## config.mk

```make
export PLATFORM = sky130hd
export DESIGN_NAME = sr_bank_ctrl
export DESIGN_NICKNAME = d
export VERILOG_FILES = /design/src/rtl/sr_ctl_pkg.sv /design/src/rtl/rr_arb2.sv /design/src/rtl/sr_bank_ctrl.sv
export SDC_FILE = /design/constraint.sdc
export NUM_CORES = 1
export LEC_CHECK = 0
export CORE_MARGIN = 5
export CORE_UTILIZATION = 44
export DETAILED_ROUTE_END_ITERATION = 10
export PLACE_DENSITY = 0.76
export RECOVER_POWER = 100
export SYNTH_ARGS = -nofsm -noshare
export SYNTH_HDL_FRONTEND = slang
export SYNTH_SLANG_ARGS = --single-unit
```

## constraint.sdc

```tcl
create_clock -name clk -period 1.9 [get_ports clk]
set_clock_uncertainty 0.15 [all_clocks]
set_input_delay 0.285 -clock clk [delete_from_list [all_inputs] [get_ports clk]]
set_output_delay 0.285 -clock clk [all_outputs]
set_load 0.01 [all_outputs]
```

## src/rtl/sr_ctl_pkg.sv

```systemverilog
// Shared opcode constants, controller state encoding and the expected-Q helper
// for the SR flip-flop bank controller.
package sr_ctl_pkg;

    localparam logic [1:0] OP_NOP = 2'b00;
    localparam logic [1:0] OP_SET = 2'b01;
    localparam logic [1:0] OP_CLR = 2'b10;
    localparam logic [1:0] OP_TOG = 2'b11;

    typedef enum logic [1:0] {
        ST_IDLE   = 2'd0,
        ST_PULSE  = 2'd1,
        ST_SETTLE = 2'd2,
        ST_DONE   = 2'd3
    } state_t;

    // Q level the flip-flop must show once the command has settled.
    // For TOG the current level is also what picks S or R.
    function automatic logic exp_q(input logic [1:0] op, input logic q_now);
        logic v;
        case (op)
            OP_SET:  v = 1'b1;
            OP_CLR:  v = 1'b0;
            OP_TOG:  v = ~q_now;
            default: v = 1'b0;
        endcase
        return v;
    endfunction

endpackage

```

## src/rtl/rr_arb2.sv

```systemverilog
// Two-input round-robin arbiter; remembers the last requester granted and
// gives the other one priority when both ask at once.
module rr_arb2 (
    input  logic       clk,
    input  logic       rst_n,
    input  logic [1:0] i_req,
    input  logic       i_update,
    output logic [1:0] o_grant
);

    // Reset value marks B as last granted so A wins the first tie.
    logic r_last_b;

    always_comb begin
        o_grant = 2'b00;
        case (i_req)
            2'b01:   o_grant = 2'b01;
            2'b10:   o_grant = 2'b10;
            2'b11:   o_grant = r_last_b ? 2'b01 : 2'b10;
            default: o_grant = 2'b00;
        endcase
    end

    always_ff @(posedge clk or negedge rst_n) begin
        if (!rst_n) begin
            r_last_b <= 1'b1;
        end else if (i_update && (o_grant != 2'b00)) begin
            r_last_b <= o_grant[1];
        end
    end

endmodule

```

## src/rtl/sr_bank_ctrl.sv

```systemverilog
// Sequences a bank of external SR flip-flops for two round-robin requesters:
// one-hot S/R pulse, settle window, Q check, per-requester ack.
module sr_bank_ctrl
    import sr_ctl_pkg::*;
#(
    parameter int N          = 8,
    parameter int IDX_W      = 3,
    parameter int PULSE_CYC  = 1,
    parameter int SETTLE_CYC = 2
) (
    input  logic             clk,
    input  logic             rst_n,
    input  logic             i_a_req,
    input  logic [1:0]       i_a_op,
    input  logic [IDX_W-1:0] i_a_idx,
    output logic             o_a_ack,
    input  logic             i_b_req,
    input  logic [1:0]       i_b_op,
    input  logic [IDX_W-1:0] i_b_idx,
    output logic             o_b_ack,
    input  logic [N-1:0]     i_q,
    output logic [N-1:0]     o_s,
    output logic [N-1:0]     o_r,
    output logic             o_busy,
    output logic             o_err,
    output logic [IDX_W-1:0] o_err_idx,
    input  logic             i_err_clr
);

    localparam int CNT_MAX = (PULSE_CYC > SETTLE_CYC) ? PULSE_CYC : SETTLE_CYC;
    localparam int CNT_W   = $clog2(CNT_MAX + 1);
    localparam logic [IDX_W:0] LP_N   = (IDX_W + 1)'(N);
    localparam logic [N-1:0]   LP_ONE = {{(N-1){1'b0}}, 1'b1};

    state_t           r_state;
    logic             r_sel_b;
    logic [1:0]       r_op;
    logic [IDX_W-1:0] r_idx;
    logic             r_oor;
    logic             r_exp;
    logic [CNT_W-1:0] r_cnt;

    logic [1:0]       w_grant;
    logic             w_update;
    logic [1:0]       w_op;
    logic [IDX_W-1:0] w_idx;
    logic             w_oor;
    logic             w_q_now;
    logic             w_exp_now;
    logic             w_q_done;
    logic             w_mismatch;

    assign w_update = (r_state == ST_IDLE);

    rr_arb2 u_arb (
        .clk      (clk),
        .rst_n    (rst_n),
        .i_req    ({i_b_req, i_a_req}),
        .i_update (w_update),
        .o_grant  (w_grant)
    );

    // Command of whichever requester the arbiter picks this cycle.
    assign w_op      = w_grant[1] ? i_b_op  : i_a_op;
    assign w_idx     = w_grant[1] ? i_b_idx : i_a_idx;
    assign w_oor     = ({1'b0, w_idx} >= LP_N);
    assign w_q_now   = w_oor ? 1'b0 : i_q[w_idx];
    assign w_exp_now = exp_q(w_op, w_q_now);

    assign w_q_done   = r_oor ? 1'b0 : i_q[r_idx];
    assign w_mismatch = r_oor || ((r_op != OP_NOP) && (w_q_done != r_exp));

    assign o_busy = (r_state != ST_IDLE);

    always_ff @(posedge clk or negedge rst_n) begin
        if (!rst_n) begin
            r_state   <= ST_IDLE;
            r_sel_b   <= 1'b0;
            r_op      <= OP_NOP;
            r_idx     <= '0;
            r_oor     <= 1'b0;
            r_exp     <= 1'b0;
            r_cnt     <= '0;
            o_s       <= '0;
            o_r       <= '0;
            o_a_ack   <= 1'b0;
            o_b_ack   <= 1'b0;
            o_err     <= 1'b0;
            o_err_idx <= '0;
        end else begin
            o_s     <= '0;
            o_r     <= '0;
            o_a_ack <= 1'b0;
            o_b_ack <= 1'b0;

            // A detected mismatch takes precedence over a same-cycle clear.
            if ((r_state == ST_DONE) && w_mismatch) begin
                o_err     <= 1'b1;
                o_err_idx <= r_idx;
            end else if (i_err_clr) begin
                o_err <= 1'b0;
            end

            case (r_state)
                ST_IDLE: begin
                    if (w_grant != 2'b00) begin
                        r_sel_b <= w_grant[1];
                        r_op    <= w_op;
                        r_idx   <= w_idx;
                        r_oor   <= w_oor;
                        r_exp   <= w_exp_now;
                        if ((w_op == OP_NOP) || w_oor) begin
                            r_state <= ST_DONE;
                            o_a_ack <= w_grant[0];
                            o_b_ack <= w_grant[1];
                        end else begin
                            r_state <= ST_PULSE;
                            r_cnt   <= CNT_W'(PULSE_CYC - 1);
                            if (w_exp_now) begin
                                o_s <= LP_ONE << w_idx;
                            end else begin
                                o_r <= LP_ONE << w_idx;
                            end
                        end
                    end
                end
                ST_PULSE: begin
                    if (r_cnt == '0) begin
                        r_state <= ST_SETTLE;
                        r_cnt   <= CNT_W'(SETTLE_CYC - 1);
                    end else begin
                        r_cnt <= r_cnt - CNT_W'(1);
                        o_s   <= o_s;
                        o_r   <= o_r;
                    end
                end
                ST_SETTLE: begin
                    if (r_cnt == '0) begin
                        r_state <= ST_DONE;
                        o_a_ack <= ~r_sel_b;
                        o_b_ack <= r_sel_b;
                    end else begin
                        r_cnt <= r_cnt - CNT_W'(1);
                    end
                end
                ST_DONE: begin
                    r_state <= ST_IDLE;
                end
                default: begin
                    r_state <= ST_IDLE;
                end
            endcase
        end
    end

endmodule

```

==> impl_summary.log, run 1 <==
[metrics] status: finished, violations left
[metrics] failing checks: negative setup slack
[metrics] detail-routed net length per standard cell: 18.5 um
[metrics] pre-CTS WS: -535 ps
[metrics] worst stage delay on the critical path: 530 ps
[metrics] number of enable-type register cells in the synthesized netlist: 0
[metrics] overall routed net length: 5090 um
[metrics] portion of total power attributed to combinational logic: 46.0%
[metrics] Die Area: 5470 um2
[metrics] required time at the worst-slack endpoint: between 1500 and 2000 ps
[metrics] row count: 23
[metrics] number of nets produced by synthesis: 185
[metrics] number of antenna violations at the first check in global routing: 0
[metrics] total power consumption of the routed design: 3.20 mW
[metrics] die outline height: 73.9 um
[metrics] Final Slew Violations: 0
[metrics] Setup-failing EPs final: 18
[metrics] largest net degree at the start of global routing: 35
[metrics] Worst Path Max Fanout: 4
[metrics] horizontal die dimension: 73.9 um
[metrics] max-capacitance violation count: 0
[metrics] top post-synthesis cells by area: dfrtp_1, mux4_2, ha_1
[metrics] slew of the pin with the lowest slew margin: 824 ps
[metrics] antenna-violating nets left: 0
[metrics] fin crit share: 107%
[metrics] synth-to-layout area growth: 48.2%
[metrics] routed vias/inst: between 5 and 6
[metrics] Overflow after GRT: 0
[metrics] CP max-delay cell: mux4_2
[metrics] clock tree buffer depth: 2
[metrics] classification of the worst-slack hold path: flip-flop to flip-flop
[metrics] number of warnings reported in the yosys synthesis log: 0
[metrics] clock network power share: between 20% and 30%
[metrics] clock tree from TritonCTS: yes
[metrics] clock period minus final worst setup slack: 2030 ps
[metrics] number of storage elements in the synthesis netlist: 34
[metrics] fraction of the yosys area taken by sequential cells: roughly 47%
[metrics] fraction of power spent switching nets: 36.8%
[metrics] placer congestion estimate: about 0.95
[metrics] sequential group share of total power: approximately a third
[metrics] final hold violation count: 0
[metrics] 1st-iter DRT viols: 88
[metrics] library cells used by synthesis: 36
[metrics] clock-pin slew of the registers on the worst-case setup and hold paths: 70 ps
[metrics] critical path endpoint category: flip-flop
[metrics] cell area after synthesis: 1800 um2
[metrics] total internal power: 2.03 mW
[metrics] Initial Util: 45.3%
[metrics] Arr. time, crit path: 2070 ps
[metrics] setup repair after global routing missed its margin: yes
[metrics] # clock sinks: 34
[metrics] standby leakage power: 1.26 nW
[metrics] critical path start-end classification: flip-flop to flip-flop
[metrics] CTS hold repair buffers: 0
[metrics] Slew Limit Headroom: 45.1%
[metrics] critical path cell sequence: mux4_2, mux2i_2, xnor2_1, o211ai_2, mux2_2
[metrics] HPWL after DPL: 3640 um
[metrics] DRT Pass-1 Iters: 4
[metrics] final-stage net count: 254
[metrics] number of diodes added for antenna fixing: 0
[metrics] power density relative to cell area: 1200 nW/um2
[metrics] post-synthesis area per instance: 11.6 um2
[metrics] Cells after Synth: 155
[metrics] remaining routing DRC violations: 0
[metrics] Peak Freq: 492 MHz
[metrics] switching power of the nets: 1.18 mW
[metrics] area fraction of the dominant cell type after synthesis: 45.9%
[metrics] Max VDD drop: 0.602 mV
[metrics] clock insertion delay at the later pin of the skew report: 290 ps
[metrics] count of buffers inserted at the top-level ports: 45
[metrics] number of levels the H-tree was split into: 2
[metrics] startpoint type of the worst setup path: flip-flop
[metrics] share of async-settable or async-resettable flops after synthesis: 100%
[metrics] root buffer selected by CTS: clkbuf_8
[metrics] number of top-level pins: 46
[metrics] Worst Slack Setup Final: -133 ps
[metrics] number of fillers in the final layout: 300
[metrics] Top FF cell, synth: dfrtp_1
[metrics] overall via count from detail_route: 1,582
[metrics] global-route wire length before repair: 8100 um
[metrics] cell taking the most area after synthesis: dfrtp_1
[metrics] via count of the first global-routing pass: 1,683
[metrics] layout cells sized above 1: 28.9%
[metrics] area of the core: 3970 um2
[metrics] cts bufs inserted: 5
[metrics] total global routing track utilization: 19.8%
[cell families after synthesis]
family | share of synthesized area, %
compound gates | 18.4
xor+xnor | 0.487
fa+ha+maj | 4.87
buf+inv | 2.71
flops | 47.4
mux | 17.6
simple gates | 8.55
[sequential cells by signal, indices dropped and copies added, names as in the netlist]
signal	count
o_err	1
o_b_ack	1
o_a_ack	1
o_err_idx	3
r_exp	1
r_sel_b	1
o_s	8
r_op	2
u_arb.r_last_b	1
o_r	8
r_state	2
r_cnt	2
r_idx	3
[repair_timing]
item,CTS,global route
pin swaps,4,3
resized for setup,29,15
buffers inserted,2,1
setup endpoints to repair,25,18
[stage by stage]
step	hold WS (ps)	setup TNS (ps)	area (um2)	utilization, %	std cells
after floorplan	-161	0	1790	-	155
after global placement	322	-9690	2440	61.4	264
after detailed placement	336	-12410	2440	61.4	264
after CTS	258	-476	2650	66.6	274
after global routing	361	-3070	2670	67.1	275
final	346	-947	2670	67.1	275
[cell usage after synthesis (2+ instances only)]
cell type,instances
a21oi_1,3
a21oi_2,2
a22o_1,8
a32o_1,8
clkbuf_1,4
dfrtp_1,33
ha_1,7
inv_1,7
mux2_2,7
mux2i_1,8
mux4_1,2
mux4_2,4
nand2_1,16
nand2b_1,2
nor2_1,14
o21ai_0,10
[power groups by stage]
stage	Combinational (mW)	Sequential (mW)	Clock (mW)
5_1_grt	1.62	1.08	0.713
3_5_place_dp	1.29	1.08	0
6_report	1.47	1.06	0.670
4_1_cts	1.46	1.07	0.677
2_1_floorplan	0.769	1.08	0
3_3_place_gp	1.24	1.06	0
[final timing paths]
kind | start | slack (ps) | depth (start not counted) | to
setup / recovery | r_idx[0] | -130 | 5 | o_err_idx[0]
hold / removal | r_exp | 350 | 2 | r_exp
setup reg to reg | r_idx[0] | -130 | 5 | o_err_idx[0]
hold reg to reg | r_exp | 350 | 2 | r_exp
max in group asynchronous | rst_n | 620 | 2 | r_cnt[0]
min in group asynchronous | rst_n | 460 | 2 | o_a_ack
[cells in the final DEF (no fill, tap or decap), types with 2 or more instances in the layout]
| cell | netlist | layout |
|---|---|---|
| dfrtp_1 | 33 | 33 |
| dlygate4sd3_1 | 0 | 22 |
| buf_4 | 1 | 17 |
| nand2_1 | 16 | 14 |
| clkdlybuf4s50_1 | 0 | 11 |
| o21ai_0 | 10 | 10 |
| dlygate4sd2_1 | 0 | 10 |
| nor2_1 | 14 | 8 |
| a22o_1 | 8 | 8 |
| a32o_1 | 8 | 8 |
| inv_1 | 7 | 6 |
| mux2i_1 | 8 | 6 |
| mux4_2 | 4 | 6 |
| nor2_2 | 1 | 5 |
| ha_1 | 7 | 5 |
| clkbuf_8 | 0 | 5 |
| mux2_4 | 1 | 4 |
| mux2_2 | 7 | 4 |
| a21oi_1 | 3 | 3 |
| clkbuf_2 | 0 | 3 |
| a21oi_4 | 0 | 2 |
| nand2_2 | 0 | 2 |
| nor2_4 | 0 | 2 |
| ha_2 | 0 | 2 |
| dlymetal6s2s_1 | 0 | 2 |
[critical path, delay by kind of cell (launching register included)]
family / cells / cell delay [ps]
multiplexers: 3 / 1040
flip-flops: 1 / 420
XOR/XNOR: 1 / 160
AO/OA/AOI/OAI: 1 / 160
[cell type report]
type | count | area [um2] | share of cell area [%]
multi-input combinational | 109 | 998 | 37.4
sequential | 34 | 852 | 32.0
timing repair buffer | 67 | 617 | 23.1
clock buffer | 6 | 72.6 | 2.72
tap | 50 | 62.6 | 2.35
clock inverter | 2 | 37.5 | 1.41
inverter | 7 | 26.3 | 0.985
[layer usage]
metal | track usage (%) | part of all wire (%) | vias to the layer above | wire length, um
met5 | 0 | 0 | - | 0
met4 | 9.05 | 3.2 | 0 | 161
li1 | - | - | 722 | -
met3 | 6.62 | 6.6 | 15 | 338
met2 | 35.3 | 54 | 62 | 2730
met1 | 21.2 | 37 | 783 | 1860
(Power assumes the default switching activity.)
==> run 2, diff against run 1 <==
--- a/config.mk
+++ b/config.mk
@@ -7,7 +7,9 @@
 export LEC_CHECK = 0
 export CORE_MARGIN = 5
 export CORE_UTILIZATION = 44
+export CTS_CLUSTER_SIZE = 40
 export DETAILED_ROUTE_END_ITERATION = 10
+export HOLD_SLACK_MARGIN = 0.02
 export PLACE_DENSITY = 0.76
 export RECOVER_POWER = 100
 export SYNTH_ARGS = -nofsm -noshare
==> results of run 2 <==
No change in the layout: final DEF, timing and power equal those of run 1.
==> run 3, diff against run 2 <==
--- a/config.mk
+++ b/config.mk
@@ -5,12 +5,14 @@
 export SDC_FILE = /design/constraint.sdc
 export NUM_CORES = 1
 export LEC_CHECK = 0
+export CELL_PAD_IN_SITES_DETAIL_PLACEMENT = 0
+export CELL_PAD_IN_SITES_GLOBAL_PLACEMENT = 1
 export CORE_MARGIN = 5
-export CORE_UTILIZATION = 44
+export CORE_UTILIZATION = 34
 export CTS_CLUSTER_SIZE = 40
 export DETAILED_ROUTE_END_ITERATION = 10
 export HOLD_SLACK_MARGIN = 0.02
-export PLACE_DENSITY = 0.76
+export PLACE_DENSITY = 0.75
 export RECOVER_POWER = 100
 export SYNTH_ARGS = -nofsm -noshare
 export SYNTH_HDL_FRONTEND = slang
==> run 3 against run 2 <==
Net effect: the flow still finishes with violations (negative setup slack); worst setup slack better by 11 ps; register-to-register slack is essentially flat; clock power is 8.4% lower; cell count rose by 9.5%; global-route usage fell by 4.4 points; critical path depth stayed put; total power is 2.1% lower; flip-flop and latch count stayed put; highest routed layer unchanged.
==> impl_summary.log, run 3 (synthesized netlist as in run 1, its figures left out) <==
[metrics] status: finished, violations left
[metrics] failing checks: negative setup slack
[metrics] number of fillers in the final layout: between 400 and 500
[metrics] sum of negative setup slack: -405 ps
[metrics] required time at the worst-slack endpoint: about 1900 ps
[metrics] clock insertion delay at the later pin of the skew report: 280 ps
[metrics] critical path start-end classification: flip-flop to flip-flop
[metrics] Setup-failing EPs final: 7
[metrics] Peak Freq: approximately 490 MHz
[metrics] startpoint of the most critical setup path: r_idx[0]
[metrics] Overflow after GRT: 0
[metrics] clock tree buffer depth: 2
[metrics] 1st-iter DRT viols: 50
[metrics] Final Slew Violations: 0
[metrics] Max VDD drop: roughly 0.57 mV
[metrics] Slew Limit Headroom: a little over two fifths
[metrics] die outline height: 82.7 um
[metrics] total global routing track utilization: 15.5%
[metrics] DRT Pass-1 Iters: 4
[metrics] clock period minus final worst setup slack: 2020 ps
[metrics] overall via count from detail_route: 1,554
[metrics] number of diodes added for antenna fixing: 0
[metrics] critical path endpoint category: flip-flop
[metrics] most common library cell in the layout ignoring fill and taps: dfrtp_1
[metrics] clock tree from TritonCTS: yes
[metrics] placed inst area: about 2500 um2
[metrics] row count: 26
[metrics] Die Area: between 6000 and 7000 um2
[metrics] number of antenna violations at the first check in global routing: 0
[metrics] synth-to-layout area growth: 52.9%
[metrics] number of top-level pins: 46
[metrics] antenna-violating nets left: 0
[metrics] Worst Slack Setup Final: -122 ps
[metrics] layout cells sized above 1: 29.4%
[metrics] # clock sinks: 34
[metrics] fin crit share: 106%
[metrics] max-capacitance violation count: 0
[metrics] via count of the first global-routing pass: 1,719
[metrics] reg-to-reg setup timing slack: -120 ps
[metrics] routed vias/inst: 5.16
[metrics] detail-routed net length per standard cell: 16.1 um
[metrics] Largest regs: o_r: 8 flops, o_s: 8 flops
[metrics] total non-filler cell area in the finished layout: approximately 2800 um2
[metrics] Worst Path Max Fanout: 4
[metrics] number of instances in the placed design: 289
[metrics] clock-pin slew of the registers on the worst-case setup and hold paths: roughly 70 ps
[metrics] critical path endpoint: o_err_idx[2]
[metrics] utilization after layout: 53.5%
[metrics] worst flop-to-flop path startpoint: r_idx[0]
[metrics] Arr. time, crit path: 2040 ps
[metrics] end of the worst register-to-register path: o_err_idx[2]
[metrics] worst hold margin: 270 ps
[metrics] pre-CTS WS: -506 ps
[metrics] setup repair after global routing missed its margin: yes
[metrics] root buffer selected by CTS: clkbuf_8
[metrics] Final Non-Filler Cells: ~300
[metrics] power density relative to cell area: around 1100 nW/um2
[metrics] Worst R2R Path Depth: 5
[metrics] commonest cells after routing, fill and taps aside: dfrtp_1, dlygate4sd3_1, buf_4
[metrics] placer congestion estimate: 0.821
[metrics] global-route wire length before repair: 8050 um
[metrics] HPWL after DPL: ~3800 um
[metrics] largest net degree at the start of global routing: 35
[metrics] startpoint type of the worst setup path: flip-flop
[metrics] count of buffers inserted at the top-level ports: 45
[metrics] slew of the pin with the lowest slew margin: 847 ps
[metrics] number of levels the H-tree was split into: 2
[metrics] classification of the worst-slack hold path: input port to flip-flop
[metrics] final-stage net count: 260
[metrics] area of the core: 5140 um2
[metrics] Initial Util: 35.0%
[metrics] overall routed net length: 4850 um
[metrics] total power consumption of the routed design: 3.14 mW
[metrics] cts bufs inserted: 5
[metrics] remaining routing DRC violations: 0
[metrics] horizontal die dimension: 82.7 um
[metrics] CTS hold repair buffers: 0
[metrics] final hold violation count: 0
[metrics] standby leakage power: 1.32 nW
run 3: changes by cell type in the layout (fill, tap and decap cells not counted), moves of 3 or more:
cell	change
nor2_2	-5
buf_4	+4
clkbuf_8	+3
dlymetal6s2s_1	+3
nor2_4	+3
run 3: area by class of cell:
class	count	area, um2	area share, %
inverters	7	26.3	0.955
multi-input cells	109	1000	36.5
well taps	70	87.6	3.18
flip-flops and latches	34	852	31.0
repair buffers	73	671	24.4
clock buffers	8	110	4.00
run 3: power breakdown:
part	internal [mW]	total (mW)	switching, mW
Clock	0.366	0.614	0.248
Sequential	0.915	1.04	0.130
Combinational	0.744	1.48	0.735
run 3: critical path: stages, from the launching register on:
cell and delay (ps):
dfrtp_1 410, mux4_2 530, mux2i_2 210, xnor2_1 160, o211ai_2 160, mux2_2 300
run 3: what timing repair did:
action                                  CTS  global route
buffers inserted                          4             0
endpoints found under the setup margin   24            27
pin swaps                                 4             4
gates resized for setup                  30            16
run 3: per-layer routing:
layer,global-route usage (%),share of wire [%],vias up
li1,-,-,736
met4,5.07,0.87,0
met3,3.47,7.9,7
met2,27.2,51,46
met5,0,0,-
met1,18.7,40,765
run 3: how the worst min path moves through the flow:
stage	slack, ps	startpoint	cells after the start	to
floorplan	-160	rst_n	0	o_a_ack
global route	290	i_a_req	3	u_arb.r_last_b
finish	270	i_a_req	3	u_arb.r_last_b
CTS	290	rst_n	2	o_err
detailed placement	320	r_sel_b	1	o_a_ack
global placement	320	r_exp	2	r_exp
